### src/rtl/sram_pixel_writer.sv
// sram_pixel_writer: write-side controller for the shared 256Kx16 frame-buffer SRAM.
// Pixel writes are queued in a small FIFO and committed with a three-phase
// (setup / WE pulse / hold) asynchronous-SRAM write, only while scanout is blanking.
// Outside write cycles the scanout address is passed through and read data registered.
// Optional feature macro: PIXWR_STATS_EN adds oWr_Count, a saturating count of
// completed WE pulses.
//
// Handshake: a request transfers on a rising iCLK edge where iPix_Valid && oPix_Ready;
// the producer holds iPix_X/Y/RGB stable while iPix_Valid is high and not yet accepted.
// oPix_Ready depends only on the registered FIFO level.
module sram_pixel_writer #(
  parameter int FIFO_DEPTH = 8
) (
  input  logic                          iCLK,
  input  logic                          iRST_N,
  input  logic [8:0]                    iPix_X,
  input  logic [8:0]                    iPix_Y,
  input  logic [15:0]                   iPix_RGB,
  input  logic                          iPix_Valid,
  output logic                          oPix_Ready,
  input  logic                          iBlank,
  input  logic [8:0]                    iScan_X,
  input  logic [8:0]                    iScan_Y,
  output logic [17:0]                   oSRAM_ADDR,
  input  logic [15:0]                   iSRAM_DQ,
  output logic [15:0]                   oSRAM_DQ,
  output logic                          oSRAM_DQ_OE,
  output logic                          oSRAM_WE_N,
  output logic                          oSRAM_OE_N,
  output logic [15:0]                   oScan_RGB,
  output logic [$clog2(FIFO_DEPTH):0]   oFifo_Level,
  output logic                          oBusy,
`ifdef PIXWR_STATS_EN
  output logic [15:0]                   oWr_Count,
`endif
  output logic [1:0]                    oDbg_State
);

  localparam int AW = $clog2(FIFO_DEPTH);
  localparam int LW = AW + 1;
  localparam logic [LW-1:0] DEPTH_L = LW'(FIFO_DEPTH);

  typedef enum logic [1:0] {
    IDLE    = 2'd0,
    W_SETUP = 2'd1,
    W_PULSE = 2'd2,
    W_HOLD  = 2'd3
  } state_e;

  state_e        state_q;
  logic [17:0]   addr_q;
  logic [15:0]   dq_q;
  logic          dq_oe_q;
  logic          we_n_q;
  logic          oe_n_q;
  logic [15:0]   scan_rgb_q;

  // FIFO entry layout: {x[8:0], y[8:0], rgb[15:0]} so the top 18 bits are the SRAM address.
  logic [33:0]   fifo_mem [FIFO_DEPTH];
  logic [AW-1:0] wr_ptr_q;
  logic [AW-1:0] rd_ptr_q;
  logic [LW-1:0] level_q;
  logic [LW-1:0] level_d;
  logic [33:0]   head;
  logic          push;
  logic          pop;

  assign oPix_Ready = (level_q < DEPTH_L);
  assign push       = iPix_Valid && oPix_Ready;
  // A new write may start only from IDLE or at the end of the hold phase.
  assign pop        = ((state_q == IDLE) || (state_q == W_HOLD)) && (level_q != '0) && iBlank;
  assign head       = fifo_mem[rd_ptr_q];

  // FIFO storage: written on accepted pushes, no reset needed for the data array.
  always_ff @(posedge iCLK) begin
    if (push) begin
      fifo_mem[wr_ptr_q] <= {iPix_X, iPix_Y, iPix_RGB};
    end
  end

  // Next FIFO level; a simultaneous push and pop leaves it unchanged.
  always_comb begin
    level_d = level_q;
    case ({push, pop})
      2'b10:   level_d = level_q + LW'(1);
      2'b01:   level_d = level_q - LW'(1);
      default: level_d = level_q;
    endcase
  end

  // FIFO pointers and level; pointers wrap naturally because depth is a power of two.
  always_ff @(posedge iCLK or negedge iRST_N) begin
    if (!iRST_N) begin
      wr_ptr_q <= '0;
      rd_ptr_q <= '0;
      level_q  <= '0;
    end else begin
      if (push) wr_ptr_q <= wr_ptr_q + AW'(1);
      if (pop)  rd_ptr_q <= rd_ptr_q + AW'(1);
      level_q <= level_d;
    end
  end

  // Write-cycle FSM with registered SRAM outputs; WE_N only toggles while DQ_OE is steady.
  always_ff @(posedge iCLK or negedge iRST_N) begin
    if (!iRST_N) begin
      state_q    <= IDLE;
      addr_q     <= '0;
      dq_q       <= '0;
      dq_oe_q    <= 1'b0;
      we_n_q     <= 1'b1;
      oe_n_q     <= 1'b0;
      scan_rgb_q <= '0;
    end else begin
      case (state_q)
        IDLE: begin
          scan_rgb_q <= iSRAM_DQ;
          if (pop) begin
            state_q <= W_SETUP;
            addr_q  <= head[33:16];
            dq_q    <= head[15:0];
            dq_oe_q <= 1'b1;
            oe_n_q  <= 1'b1;
          end else begin
            addr_q  <= {iScan_X, iScan_Y};
          end
        end
        W_SETUP: begin
          state_q <= W_PULSE;
          we_n_q  <= 1'b0;
        end
        W_PULSE: begin
          state_q <= W_HOLD;
          we_n_q  <= 1'b1;
        end
        W_HOLD: begin
          if (pop) begin
            state_q <= W_SETUP;
            addr_q  <= head[33:16];
            dq_q    <= head[15:0];
          end else begin
            state_q <= IDLE;
            dq_oe_q <= 1'b0;
            oe_n_q  <= 1'b0;
            addr_q  <= {iScan_X, iScan_Y};
          end
        end
        default: state_q <= IDLE;
      endcase
    end
  end

`ifdef PIXWR_STATS_EN
  logic [15:0] wr_count_q;

  // Count completed WE pulses, saturating at all-ones.
  always_ff @(posedge iCLK or negedge iRST_N) begin
    if (!iRST_N) begin
      wr_count_q <= '0;
    end else if ((state_q == W_PULSE) && (wr_count_q != 16'hFFFF)) begin
      wr_count_q <= wr_count_q + 16'd1;
    end
  end

  assign oWr_Count = wr_count_q;
`endif

  assign oSRAM_ADDR  = addr_q;
  assign oSRAM_DQ    = dq_q;
  assign oSRAM_DQ_OE = dq_oe_q;
  assign oSRAM_WE_N  = we_n_q;
  assign oSRAM_OE_N  = oe_n_q;
  assign oScan_RGB   = scan_rgb_q;
  assign oFifo_Level = level_q;
  assign oBusy       = (state_q != IDLE) || (level_q != '0);
  assign oDbg_State  = state_q;

endmodule

### config.mk
export PLATFORM = sky130hd
export DESIGN_NAME = sram_pixel_writer
export DESIGN_NICKNAME = d
export VERILOG_FILES = /design/src/rtl/sram_pixel_writer.sv
export SDC_FILE = /design/constraint.sdc
export NUM_CORES = 1
export LEC_CHECK = 0
export CAP_MARGIN = 5
export CORE_ASPECT_RATIO = 1.75
export CORE_MARGIN = 3
export CORE_UTILIZATION = 64
export CTS_CLUSTER_DIAMETER = 60
export CTS_CLUSTER_SIZE = 8
export DETAILED_ROUTE_END_ITERATION = 10
export DONT_BUFFER_PORTS = 1
export GPL_ROUTABILITY_DRIVEN = 1
export GPL_TIMING_DRIVEN = 0
export PLACE_DENSITY = 0.78
export SLEW_MARGIN = 15
export SYNTH_ARGS = -nofsm -noshare
export SYNTH_HDL_FRONTEND = slang
export SYNTH_SLANG_ARGS = --single-unit
export TNS_END_PERCENT = 30
### constraint.sdc
create_clock -name iCLK -period 7.95 [get_ports iCLK]
set_input_delay 0.3975 -clock iCLK [delete_from_list [all_inputs] [get_ports iCLK]]
set_output_delay 0.3975 -clock iCLK [all_outputs]
set_load 0.005 [all_outputs]
# Word level (Yosys, flattened, before mapping)
# Memory sizes are Yosys's and may differ from the RTL's.
# Index checks and enable logic that the tools add are counted.
[word_totals]
register_bits = 64
latchBits = 0
mem_bits_rw = 272
mem_bits_ro = 0
inputBits = 72
out_inout_bits = 61
wordCells = 47
n_memories = 1
[op_classes]
addsub = 4
multipliers = 0
div = 0
order_cmp = 1
eq_ne = 7
shift = 0
mux = 11
n_bitwise = 0
n_reduce_logical = 14
[mem_list]
columns = ["memory", "depth", "width", "rd", "rd_clocked_by_memory_dff", "wr", "line_no", "source"]
rows = [
  ["fifo_mem", 8, 34, 1, 0, 1, "59", "logic [33:0] fifo_mem [FIFO_DEPTH];"],
]
[op_table]
columns = ["op", "n"]
rows = [
  ["2-to-1 mux 18 bit", 1],
  ["one-hot mux 2 bit (4 select lines)", 1],
  ["one-hot mux 4 bit (2 select lines)", 1],
  ["nonzero test 2 bit", 4],
  ["adder 3 x 1 -> 3 bit (second input constant)", 2],
  ["== test 2 bit (second input constant)", 3],
  ["2-to-1 mux 1 bit", 5],
  ["adder 4 x 1 -> 4 bit (second input constant)", 1],
  ["== test 2 x 1 -> 1 bit (second input constant)", 2],
  ["< comparator 4 bit (second input constant)", 1],
  ["inequality test 2 bit (second input constant)", 2],
  ["one-hot mux 1 bit (2 select lines)", 2],
  ["nonzero test 4 bit", 1],
  ["subtractor 4 x 1 -> 4 bit (second input constant)", 1],
  ["logical AND 1 bit", 3],
  ["AND reduction 3 bit", 1],
  ["logical NOT 2 bit", 1],
  ["logical OR 1 bit", 2],
  ["2-to-1 mux 2 bit", 1],
  ["AND reduction 2 bit", 1],
  ["OR reduction 2 bit", 1],
]

# Longest topological paths before layout
# Gate-level depths: netlist of run 1.
[logic_depth]
depth_word = 6
depth_mapped = 13
ltp_nobuf = 12

# Least setup slack after synthesis of run 1
# No wires, ideal clock.
[synth_timing]
path_kind = "input to register"
from = "in iPix_Valid"
to = "mem fifo_mem[1][0] (enable)"
setup_ps = 467
t_arrival_ps = 3221
t_required_ps = 7483
path_slack_ps = 4261
stages = 3
n_path_buf = 0
cell_sequence = "nor2b_1 > nand2_1 > nor3_1"
[synth_via]
elab_chain_cells = 3
[synth_rtl]
columns = ["element", "line_no", "source"]
rows = [
  ["start: declaration", "19", "input logic iPix_Valid,"],
  ["logical AND 1 bit", "69", "assign push = iPix_Valid && oPix_Ready;"],
  ["2-to-1 mux 1 bit", "76", "if (push) begin"],
  ["2-to-1 mux 1 bit (implied by the code)", "77", "fifo_mem[wr_ptr_q] <= {iPix_X, iPix_Y, iPix_RGB};"],
  ["end: declaration", "59", ""],
]
# Every way passes these cells.

# Worst setup path in the final report of run 1
[layout_timing]
from = "reg state_q[0] (netlist: oDbg_State[0])"
to = "reg level_q[2] (netlist: oFifo_Level[2])"
[layout_via]
elab_chain_cells = 6
elab_cells_between_ends = 9
classes_between = "3 x eq/ne; 1 x mux; 5 x reduce/logical"
[layout_rtl]
columns = ["element", "line_no", "source"]
rows = [
  ["start: declaration", "50", "state_e state_q;"],
  ["start signal: assignment", "107", "state_q <= IDLE;"],
  ["start signal: assignment", "119", "state_q <= W_SETUP;"],
  ["start signal: assignment", "129", "state_q <= W_PULSE;"],
  ["== test 2 bit / logical NOT 2 bit (equally long branches)", "71", "assign pop = ((state_q == IDLE) || (state_q == W_HOLD)) && (level_q != '0) && iBlank;"],
  ["logical OR 1 bit (*)", "71", ""],
  ["logical AND 1 bit (*) (2 in a row)", "71", ""],
  ["== test 2 x 1 -> 1 bit / == test 2 bit (equally long branches)", "84", "case ({push, pop})"],
  ["one-hot mux 4 bit (2 select lines) / nonzero test 2 bit (equally long branches)", "-", ""],
  ["end signal: assignment", "100", "level_q <= level_d;"],
  ["end: declaration", "62", "logic [LW-1:0] level_q;"],
]
# Every way passes the cells marked *; elsewhere a longest branch is shown, timed or not.
# A chain may end at the register's enable or synchronous reset.

==> results.sh, run 1 <==
export IMPL_crit_type="reg2reg"
export IMPL_endpoint_kind="flop"
export IMPL_cts_hold_buf=36
export IMPL_synth_flop_cell="edfxtp_1"
export IMPL_clkLatencyLatePin_ns=0.53
export IMPL_setup_viol=0
export IMPL_num_nets_final=823
export IMPL_critPathRequiredTime_ns=8.34
export IMPL_grt_antenna_before_repair=1
export IMPL_drive_above_1_share_pct=26.2
export IMPL_cp_start_kind="flop"
export IMPL_start_util_pct=65.2
export IMPL_cts_root_buffer="clkbuf_16"
export IMPL_fin_crit_ns=3.36
export IMPL_status="completed"
export IMPL_numCtsBuffers=47
export IMPL_hold_viol=0
export IMPL_power_density_nw_per_um2=393
export IMPL_syn2layout_area_growth_pct=18.4
export IMPL_grt_util_all_layers_pct=27.3
export IMPL_h_tree_depth=2
export IMPL_dp_final_hpwl_um=18100
export IMPL_clk_pin_slew_worst_paths_ns=0.05
export IMPL_synthTopCellsByCount="272 x edfxtp_1, 68 x mux4_2, 63 x dfrtp_1"
export IMPL_drt_initial_drc_count=520
export IMPL_row_count=68
export IMPL_startpoint="oDbg_State[0]"
export IMPL_gp_congestion=0.799
export IMPL_min_delay_path_class="in2reg"
export IMPL_dieWidth_um=113
export IMPL_synth_distinct_cells=40
export IMPL_numPortBuffers=0
export IMPL_clock_sinks=336
export IMPL_firstDrtPassIters=5
export IMPL_wl_per_cell_um=28.4
export IMPL_tightest_slew_ns=0.857
export IMPL_arrival_ns=3.75
export IMPL_dp_cells=902
export IMPL_synth_edf_count=272
export IMPL_cts_tree="built"
export IMPL_fin_setup_tns_ns=0
export IMPL_async_flop_share_pct=19.0
export IMPL_fin_crit_sh_pct=42.2
export IMPL_grt_max_degree=65
export IMPL_syn_avg_cell_area_um2=20.2
export IMPL_fmax_mhz=298
export IMPL_relSlewSlack_pct=42.9
export IMPL_fillers=1022
export IMPL_peakVddDrop_uv=400
export IMPL_fin_skew_ns=0.0223
export IMPL_die_area_um2=22000
export IMPL_synth_warnings=0
export IMPL_cts_setup_buffers=0
export IMPL_cap_violations=0
export IMPL_coreArea_um2=19800
export IMPL_synth_yosys_seq_area_share_pct=75.6
export IMPL_synth_top_cell_area_share_pct=63.2
export IMPL_synthMostInstantiatedCell="edfxtp_1"
export IMPL_cp_max_fo=11
export IMPL_synth_area_leader_cell="edfxtp_1"
export IMPL_grt_pass1_wl_um=44200
export IMPL_report_final_slew_viol_count=0
export IMPL_ys_top_cells_by_area="edfxtp_1 63%, dfrtp_1 12%, mux4_2 12%"
export IMPL_rsz0062_at_grt="false"
export IMPL_vias=6705
export IMPL_gr_total_overflow=0
export IMPL_vias_per_cell=6.56
export IMPL_ant_nets=0
export IMPL_r2r_start="oDbg_State[0]"
export IMPL_clockBufferDepth=3
export IMPL_syn_instance_count=640
export IMPL_ctsResizeCount=0
export IMPL_grt_pass1_vias=7437
export IMPL_drc_errors=0
export IMPL_wl_um=29000
export IMPL_stdcell_count=1022
export IMPL_min_from="iSRAM_DQ[10]"
export IMPL_syn_nets=721
export IMPL_power_leakage_nw=5.17
export IMPL_die_h_um=194
export IMPL_synth_seq_cells=336
export IMPL_synth_area_um2=12900
export IMPL_io_pins=133
[where the power goes]
group / switching, mW / total (mW) / leakage, nW / internal [mW]
Sequential: 0.209 / 2.44 / 3.19 / 2.23
Clock: 0.672 / 1.81 / 0.644 / 1.13
Combinational: 0.983 / 1.76 / 1.34 / 0.778
[worst max-delay path: stages, from the launching register on]
cell     delay (ns)
dfrtp_1        0.45
inv_1          0.12
ha_1           0.38
and2b_1        0.48
nand2_8        0.14
inv_4          0.15
buf_2          0.31
ha_1           0.34
xor2_1         0.11
ha_1           0.19
a21oi_1        0.15
xor2_1         0.17
nor2_1         0.07
xor2_1         0.15
[path summary, 6_finish.rpt]
path                                   to  slack (ns)  cells past startpoint
max                        oFifo_Level[2]        4.59                     13
max in group asynchronous      oSRAM_WE_N        7.19                      2
min reg2reg                 oScan_RGB[11]        0.53                      1
min                         oScan_RGB[10]        0.02                      1
max reg2reg                oFifo_Level[2]        4.59                     13
min in group asynchronous  oSRAM_ADDR[13]        0.44                      2
[layer usage]
layer  part of all wire (%)  global-route usage (%)  up-vias  wire, um
met5                      0                       0        -         0
met1                     33                    32.3     3445      9510
li1                       -                       -     2796         -
met4                    4.1                    11.4        0      1190
met3                    7.8                    5.12       84      2270
met2                     55                    48.7      380     16000
[per-stage QoR]
step	power, mW	worst slack [ns]	area [um^2]	hold slack, ns	util [%]
after floorplan	3.65	4.26	12900	0.102	-
after global placement	4.03	2.01	13200	0.104	66.7
after detailed placement	4.16	4.66	13600	0.104	68.4
after CTS	6.04	4.60	15300	0.00232	77.2
after global routing	6.26	4.43	15300	0.0160	77.2
final	6.01	4.59	15300	0.0205	77.2
[final cells by class]
cell class,instances,area (um^2),share of cell area [%]
Timing Repair Buffer,53,662,4.33
Antenna cell,1,2.50,0.0164
Clock buffer,83,1350,8.85
Inverter,7,28.8,0.188
Multi-Input combinational cell,264,3000,19.6
Buffer,33,180,1.18
Sequential cell,336,9770,63.9
Tap cell,245,307,2.00
[state kept, by name, indices dropped and copies added (netlist names)]
| signal | cells |
|---|---|
| fifo_mem | 272 |
| oDbg_State | 2 |
| oFifo_Level | 4 |
| oSRAM_ADDR | 18 |
| oSRAM_DQ | 16 |
| oSRAM_OE_N | 1 |
| oSRAM_WE_N | 1 |
| oScan_RGB | 16 |
| rd_ptr_q | 3 |
| wr_ptr_q | 3 |
[placed cells by master (no fill, tap or decap), drive strengths merged, types with 2 or more instances in the layout]
cell type	instances
inv	5
o21ai	5
ha	9
nor3	3
mux4	68
clkbuf	95
mux2i	2
dlygate4sd3	35
a31oi	15
xnor2	5
buf	39
nor2	40
mux2	19
xor2	4
o32ai	18
nand2	37
dfrtp	63
nand2b	3
nand3	8
clkinv	2
o22ai	18
edfxtp	272
a21oi	2
[cells by family (layout without fill, tap and decap cells)]
family	after synthesis	in the layout	synth area share [%]
flops	336	336	75.6
fa+ha+maj	9	9	0.872
compound gates	62	62	4.33
simple gates	95	95	3.29
buf+inv	40	176	1.62
mux	89	89	13.7
xor+xnor	9	9	0.610
other cells	0	1	0
Note: power is estimated with default switching activity, not from simulation.
==> run 2: changes to the inputs <==
--- a/config.mk
+++ b/config.mk
@@ -5,17 +5,18 @@
 export SDC_FILE = /design/constraint.sdc
 export NUM_CORES = 1
 export LEC_CHECK = 0
+export ABC_AREA = 1
 export CAP_MARGIN = 5
 export CORE_ASPECT_RATIO = 1.75
 export CORE_MARGIN = 3
-export CORE_UTILIZATION = 64
+export CORE_UTILIZATION = 63
 export CTS_CLUSTER_DIAMETER = 60
 export CTS_CLUSTER_SIZE = 8
 export DETAILED_ROUTE_END_ITERATION = 10
 export DONT_BUFFER_PORTS = 1
 export GPL_ROUTABILITY_DRIVEN = 1
 export GPL_TIMING_DRIVEN = 0
-export PLACE_DENSITY = 0.78
+export PLACE_DENSITY = 0.77
 export SLEW_MARGIN = 15
 export SYNTH_ARGS = -nofsm -noshare
 export SYNTH_HDL_FRONTEND = slang
==> constraint.sdc (replaced) <==
create_clock -name iCLK -period 3.42 [get_ports iCLK]
set_input_delay 0.171 -clock iCLK [delete_from_list [all_inputs] [get_ports iCLK]]
set_output_delay 0.171 -clock iCLK [all_outputs]
set_load 0.005 [all_outputs]
==> run 2 against run 1 <==
Compared with the run above:
- wire length is 21% higher
- synthesized cell count increased by 82%
- combinational power rose to 3.0 times the previous value
- critical path type unchanged
- largest power group unchanged
==> results.sh, run 2 <==
export IMPL_status="completed"
export IMPL_syn_nets=1246
export IMPL_row_count=70
export IMPL_arrival_ns=3.48
export IMPL_vias_per_cell=6.00
export IMPL_cp_max_fo=11
export IMPL_gr_total_overflow=0
export IMPL_crit_buf_inv=6
export IMPL_synth_top_family_by_area="simple AND/OR/NAND/NOR gates"
export IMPL_synth_fa_ha_area_share_pct=0.831
export IMPL_crit_slowest_cell="dfrtp_1"
export IMPL_final_area_um2=16200
export IMPL_h_tree_depth=2
export IMPL_tightest_slew_ns=0.819
export IMPL_endpoint="oFifo_Level[2]"
export IMPL_reg2reg_depth=15
export IMPL_top_register="fifo_mem"
export IMPL_crit_family="buffers and inverters"
export IMPL_die_area_um2=23400
export IMPL_cp_start_kind="flop"
export IMPL_io_pins=133
export IMPL_rsz0062_at_grt="false"
export IMPL_min_delay_path_class="in2reg"
export IMPL_drt_initial_drc_count=922
export IMPL_synth_compound_area_share_pct=4.21
export IMPL_cts_tree="built"
export IMPL_worst_path_stages=15
export IMPL_wl_per_cell_um=22.2
export IMPL_dp_final_hpwl_um=21600
export IMPL_clkLatencyLatePin_ns=0.54
export IMPL_fin_skew_ns=0.0176
export IMPL_clockBufferDepth=3
export IMPL_muxShareOfSynthArea_pct=0
export IMPL_clock_sinks=336
export IMPL_power_density_nw_per_um2=941
export IMPL_synth_seq_cells=336
export IMPL_stdcell_count=1580
export IMPL_start_util_pct=64.5
export IMPL_grt_max_degree=65
export IMPL_startpoint="oDbg_State[0]"
export IMPL_coreArea_um2=21000
export IMPL_grt_pass1_vias=9777
export IMPL_dp_cells=1425
export IMPL_synth_area_um2=13600
export IMPL_drc_errors=0
export IMPL_synth_distinct_cells=26
export IMPL_synth_warnings=0
export IMPL_endpoint_kind="flop"
export IMPL_crit_chain="inv_1 -> ha_1 -> inv_1 -> nand3_2 -> inv_2 -> buf_6 -> buf_2 -> ha_1 -> inv_1 -> nand2_1 -> nand2_1 -> ha_1 -> a21oi_1 -> xor2_1 -> o21ai_0"
export IMPL_synthTopCellsByCount="276 x nand2_1, 272 x edfxtp_1, 162 x nand3_1"
export IMPL_grt_util_all_layers_pct=29.9
export IMPL_synth_top_cell_area_share_pct=60.2
export IMPL_cap_violations=0
export IMPL_syn_avg_cell_area_um2=11.6
export IMPL_die_h_um=200
export IMPL_ys_top_cells_by_area="edfxtp_1 60%, dfrtp_1 12%, nand2_1 7.6%"
export IMPL_numPortBuffers=0
export IMPL_wl_um=35000
export IMPL_gp_congestion=0.813
export IMPL_largest_reg_flops=272
export IMPL_numCtsBuffers=47
export IMPL_fmax_mhz=326
export IMPL_yosys_area_share_simple_pct=18.4
export IMPL_firstDrtPassIters=5
export IMPL_hold_slack_ns=0.0880
export IMPL_setup_viol=0
export IMPL_vias=9486
export IMPL_mostFrequentLayoutCells="276 x nand2_1, 272 x edfxtp_1, 162 x nand3_1, 151 x nor2_1, 70 x dlygate4sd3_1"
export IMPL_layout_commonest_cell="nand2_1"
export IMPL_rrSetupSlack_ns=0.35
export IMPL_synthXorXnorAreaFrac_pct=0.388
export IMPL_grt_antenna_before_repair=0
export IMPL_num_nets_final=1374
export IMPL_cts_setup_buffers=0
export IMPL_syn_instance_count=1165
export IMPL_grt_pass1_wl_um=52000
export IMPL_drive_above_1_share_pct=9.34
export IMPL_fin_util_pct=77.2
export IMPL_ant_nets=0
export IMPL_r2r_start="oDbg_State[0]"
export IMPL_crit_type="reg2reg"
export IMPL_critPathRequiredTime_ns=3.83
export IMPL_fin_crit_sh_pct=89.7
export IMPL_critPathMaxStageDelay_ns=0.43
export IMPL_syn2layout_area_growth_pct=19.7
export IMPL_synthMostInstantiatedCell="nand2_1"
export IMPL_cts_root_buffer="clkbuf_16"
export IMPL_async_flop_share_pct=19.0
export IMPL_synth_area_leader_cell="edfxtp_1"
export IMPL_reg2reg_to="oFifo_Level[2]"
export IMPL_ctsResizeCount=0
export IMPL_dieWidth_um=117
export IMPL_synth_edf_count=272
export IMPL_peakVddDrop_uv=484
export IMPL_hold_viol=0
export IMPL_synth_flop_cell="edfxtp_1"
export IMPL_relSlewSlack_pct=45.3
export IMPL_power_leakage_nw=6.22
export IMPL_clk_pin_slew_worst_paths_ns=0.06
export IMPL_diodes=0
export IMPL_dpl_cell_area_um2=14100
export IMPL_fin_crit_ns=3.07
export IMPL_setup_ws_ns=0.353
export IMPL_synth_yosys_seq_area_share_pct=72.1
export IMPL_preCtsSetupSlack_ns=0.476
export IMPL_report_final_slew_viol_count=0
==> run 2: worst register-to-register path: stages (launching register included) <==
cell	delay, ns
dfrtp_1	0.43
inv_1	0.11
ha_1	0.35
inv_1	0.16
nand3_2	0.12
inv_2	0.08
buf_6	0.15
buf_2	0.35
ha_1	0.34
inv_1	0.06
nand2_1	0.06
nand2_1	0.07
ha_1	0.18
a21oi_1	0.15
xor2_1	0.22
o21ai_0	0.10
==> run 2: how the worst min path moves through the flow <==
| stage | start | to | depth (start not counted) |
|---|---|---|---|
| global placement | iRST_N | oFifo_Level[2] | 0 |
| finish | iBlank | oSRAM_ADDR[5] | 6 |
| global route | iBlank | rd_ptr_q[2] | 5 |
| CTS | iBlank | oSRAM_ADDR[5] | 6 |
| detailed placement | iRST_N | oFifo_Level[2] | 0 |
| floorplan | iRST_N | oDbg_State[0] | 0 |
==> run 2: cell families (layout without fill, tap and decap cells) <==
kind of cell / after synthesis / after routing
buffers and inverters: 105 / 268
DFF: 336 / 336
xor gates and xnor gates: 6 / 6
and+or+nand+nor: 603 / 603
AOI/OAI and AO/OA: 106 / 106
adders and majority gates: 9 / 9
==> run 2: per-layer routing <==
metal,global-route usage [%],part of all wire [%],vias up
met5,0,0,-
met4,15.8,4.8,0
met2,54.5,53,560
li1,-,-,4282
met1,33.2,34,4522
met3,4.22,7.9,122
==> run 2: area by class of cell <==
cell class                 count  area (um^2)
clock buffer                  82         1330
fill                        1218         4790
timing repair buffer          79          941
buffer                        68          423
multi-input combinational    724         3290
tap                          252          315
inverter                      37          139
clock inverter                 2         25.0
sequential                   336         9770
==> run 2: power by group <==
part	total (mW)	internal, mW	switching [mW]
clock	4.24	2.60	1.64
combinational	5.34	1.67	3.67
sequential	5.70	5.28	0.422
==> run 2: repair_timing <==
action                                 CTS  global route
endpoints found under the hold margin  371             0
hold buffers                            71             0
setup endpoints to repair                0             0
==> run 2: metrics by stage <==
stage	total power, mW	TNS, ns
after floorplan	9.11	0
after global placement	10.5	-198.50
after CTS	15.2	0
after detailed placement	10.8	0
final	15.3	0
after global routing	16.1	0
==> run 3: changes to the inputs <==
--- a/config.mk
+++ b/config.mk
@@ -8,7 +8,7 @@
 export ABC_AREA = 1
 export CAP_MARGIN = 5
 export CORE_ASPECT_RATIO = 1.75
-export CORE_MARGIN = 3
+export CORE_MARGIN = 2
 export CORE_UTILIZATION = 63
 export CTS_CLUSTER_DIAMETER = 60
 export CTS_CLUSTER_SIZE = 8
@@ -16,8 +16,7 @@
 export DONT_BUFFER_PORTS = 1
 export GPL_ROUTABILITY_DRIVEN = 1
 export GPL_TIMING_DRIVEN = 0
-export PLACE_DENSITY = 0.77
-export SLEW_MARGIN = 15
+export PLACE_DENSITY = 0.85
 export SYNTH_ARGS = -nofsm -noshare
 export SYNTH_HDL_FRONTEND = slang
 export SYNTH_SLANG_ARGS = --single-unit
==> run 3 against run 2 <==
Compared with the run above:
- combinational power up 1%
- global-route usage up 2.4 points
- highest routed layer unchanged
- clock-buffer cell count down 3
- critical endpoint unchanged
- register-to-register slack better by 0.11 ns
- via count up 3.8%
==> results.sh, run 3 (synthesized netlist as in run 2, its figures left out) <==
export IMPL_status="completed"
export IMPL_row_count=71
export IMPL_fillers=1190
export IMPL_fin_skew_ns=0.0141
export IMPL_grt_antenna_before_repair=0
export IMPL_switching_share_pct=38.0
export IMPL_tightest_slew_ns=0.796
export IMPL_crit_chain="inv_1 -> ha_1 -> inv_1 -> nand3_2 -> inv_2 -> buf_6 -> buf_2 -> ha_1 -> inv_1 -> nand2_1 -> nand2_1 -> ha_1 -> a21oi_1 -> xor2_1 -> o21ai_0"
export IMPL_preCtsSetupSlack_ns=0.533
export IMPL_layout_commonest_cell="nand2_1"
export IMPL_dp_cells=1428
export IMPL_num_nets_final=1374
export IMPL_setup_viol=0
export IMPL_hold_slack_ns=0.0886
export IMPL_seq_power_share_pct=37.2
export IMPL_endpoint_kind="flop"
export IMPL_cts_tree="built"
export IMPL_grt_pass1_wl_um=54800
export IMPL_crit_buf_inv=6
export IMPL_combPwrFrac_pct=35.2
export IMPL_coreArea_um2=21300
export IMPL_clk_pin_slew_worst_paths_ns=0.05
export IMPL_top_register="fifo_mem"
export IMPL_regArea_um2=9770
export IMPL_arrival_ns=3.38
export IMPL_crit_type="reg2reg"
export IMPL_numPortBuffers=0
export IMPL_rsz0062_at_grt="false"
export IMPL_mostFrequentLayoutCells="276 x nand2_1, 272 x edfxtp_1, 162 x nand3_1, 151 x nor2_1, 70 x dlygate4sd3_1"
export IMPL_gp_congestion=0.832
export IMPL_wl_per_cell_um=22.8
export IMPL_peakVddDrop_uv=541
export IMPL_power_mw=15.3
export IMPL_cp_max_fo=11
export IMPL_dp_final_hpwl_um=21400
export IMPL_dieWidth_um=115
export IMPL_multi_input_area_um2=3290
export IMPL_grt_util_all_layers_pct=32.3
export IMPL_rrSetupSlack_ns=0.46
export IMPL_stdcell_count=1581
export IMPL_wl_um=36100
export IMPL_final_area_um2=16200
export IMPL_r2r_start="oDbg_State[0]"
export IMPL_syn2layout_area_growth_pct=19.5
export IMPL_grt_max_degree=65
export IMPL_crit_family="buffers and inverters"
export IMPL_cts_root_buffer="clkbuf_16"
export IMPL_gr_total_overflow=0
export IMPL_dpl_cell_area_um2=14100
export IMPL_reg2reg_to="oFifo_Level[2]"
export IMPL_reg2reg_depth=15
export IMPL_start_util_pct=63.6
export IMPL_min_to="oSRAM_ADDR[2]"
export IMPL_min_from="iBlank"
export IMPL_io_pins=133
export IMPL_crit_slowest_cell="dfrtp_1"
export IMPL_die_area_um2=22800
export IMPL_largest_reg_flops=272
export IMPL_holdPathStages=5
export IMPL_numCtsBuffers=47
export IMPL_fin_crit_sh_pct=86.5
export IMPL_hold_viol=0
export IMPL_drive_above_1_share_pct=9.35
export IMPL_fin_setup_tns_ns=0
export IMPL_report_final_slew_viol_count=0
export IMPL_power_switching_mw=5.83
export IMPL_drt_initial_drc_count=1192
export IMPL_critPathMaxStageDelay_ns=0.42
export IMPL_clockBufferDepth=3
export IMPL_clock_sinks=336
export IMPL_grt_pass1_vias=10265
export IMPL_ant_nets=0
export IMPL_drc_errors=0
export IMPL_vias=9851
export IMPL_min_delay_path_class="in2reg"
export IMPL_relSlewSlack_pct=46.8
export IMPL_power_leakage_nw=6.21
export IMPL_clock_power_share_pct=27.6
export IMPL_clkLatencyLatePin_ns=0.55
export IMPL_setup_ws_ns=0.463
export IMPL_fin_crit_ns=2.96
export IMPL_ctsResizeCount=0
export IMPL_power_density_nw_per_um2=946
export IMPL_firstDrtPassIters=5
export IMPL_critPathRequiredTime_ns=3.84
export IMPL_fin_util_pct=76.0
export IMPL_h_tree_depth=2
export IMPL_fmax_mhz=338
export IMPL_vias_per_cell=6.23
export IMPL_cp_start_kind="flop"
export IMPL_diodes=0
export IMPL_cap_violations=0
export IMPL_die_h_um=198
export IMPL_p_int_mw=9.50
==> run 3: routing by layer <==
metal	share of wire, %	global-route usage, %	vias to the layer above
met1	32	34.4	4714
met3	9.4	5.97	164
li1	-	-	4280
met2	53	58.2	693
met4	5.5	19.8	0
met5	0	0	-
==> run 3: layout make-up <==
class / count / area share [%]
Tap cell: 255 / 1.97
Timing Repair Buffer: 79 / 5.62
Sequential cell: 336 / 60.3
Buffer: 68 / 2.61
Inverter: 37 / 0.857
Multi-Input combinational cell: 724 / 20.3
Clock buffer: 79 / 8.00
Clock inverter: 3 / 0.324
==> run 3: power groups by stage <==
| stage | Combinational (mW) | Clock, mW | Sequential [mW] |
|---|---|---|---|
| 2_1_floorplan | 3.44 | 0 | 5.66 |
| 3_3_place_gp | 4.70 | 0 | 5.76 |
| 3_5_place_dp | 5.05 | 0 | 5.75 |
| 4_1_cts | 5.27 | 4.23 | 5.69 |
| 5_1_grt | 5.90 | 4.42 | 5.77 |
| 6_report | 5.40 | 4.23 | 5.70 |
==> run 3: worst max path at each step <==
stage | end | cells after the start | from | slack, ns
3_3_place_gp | fifo_mem[2][13] | 4 | oFifo_Level[3] | -0.82
5_1_grt | oFifo_Level[2] | 15 | oDbg_State[0] | 0.24
2_1_floorplan | fifo_mem[0][0] | 4 | oFifo_Level[3] | 0.60
6_report | oFifo_Level[2] | 15 | oDbg_State[0] | 0.46
4_1_cts | oFifo_Level[2] | 15 | oDbg_State[0] | 0.51
3_5_place_dp | oFifo_Level[2] | 15 | oDbg_State[0] | 0.53
==> run 3: repair_timing <==
| item | 4_1_cts | 5_1_grt |
|---|---|---|
| hold buffers | 71 | 0 |
| endpoints found under the hold margin | 372 | 0 |
| buffers inserted | 0 | 0 |
==> run 3: worst reg2reg max path, stage by stage (launching register included) <==
cell and delay, ns:
dfrtp_1 0.42, inv_1 0.11, ha_1 0.33, inv_1 0.15
nand3_2 0.14, inv_2 0.08, buf_6 0.16, buf_2 0.36
ha_1 0.32, inv_1 0.07, nand2_1 0.07, nand2_1 0.08
ha_1 0.18, a21oi_1 0.15, xor2_1 0.16, o21ai_0 0.08
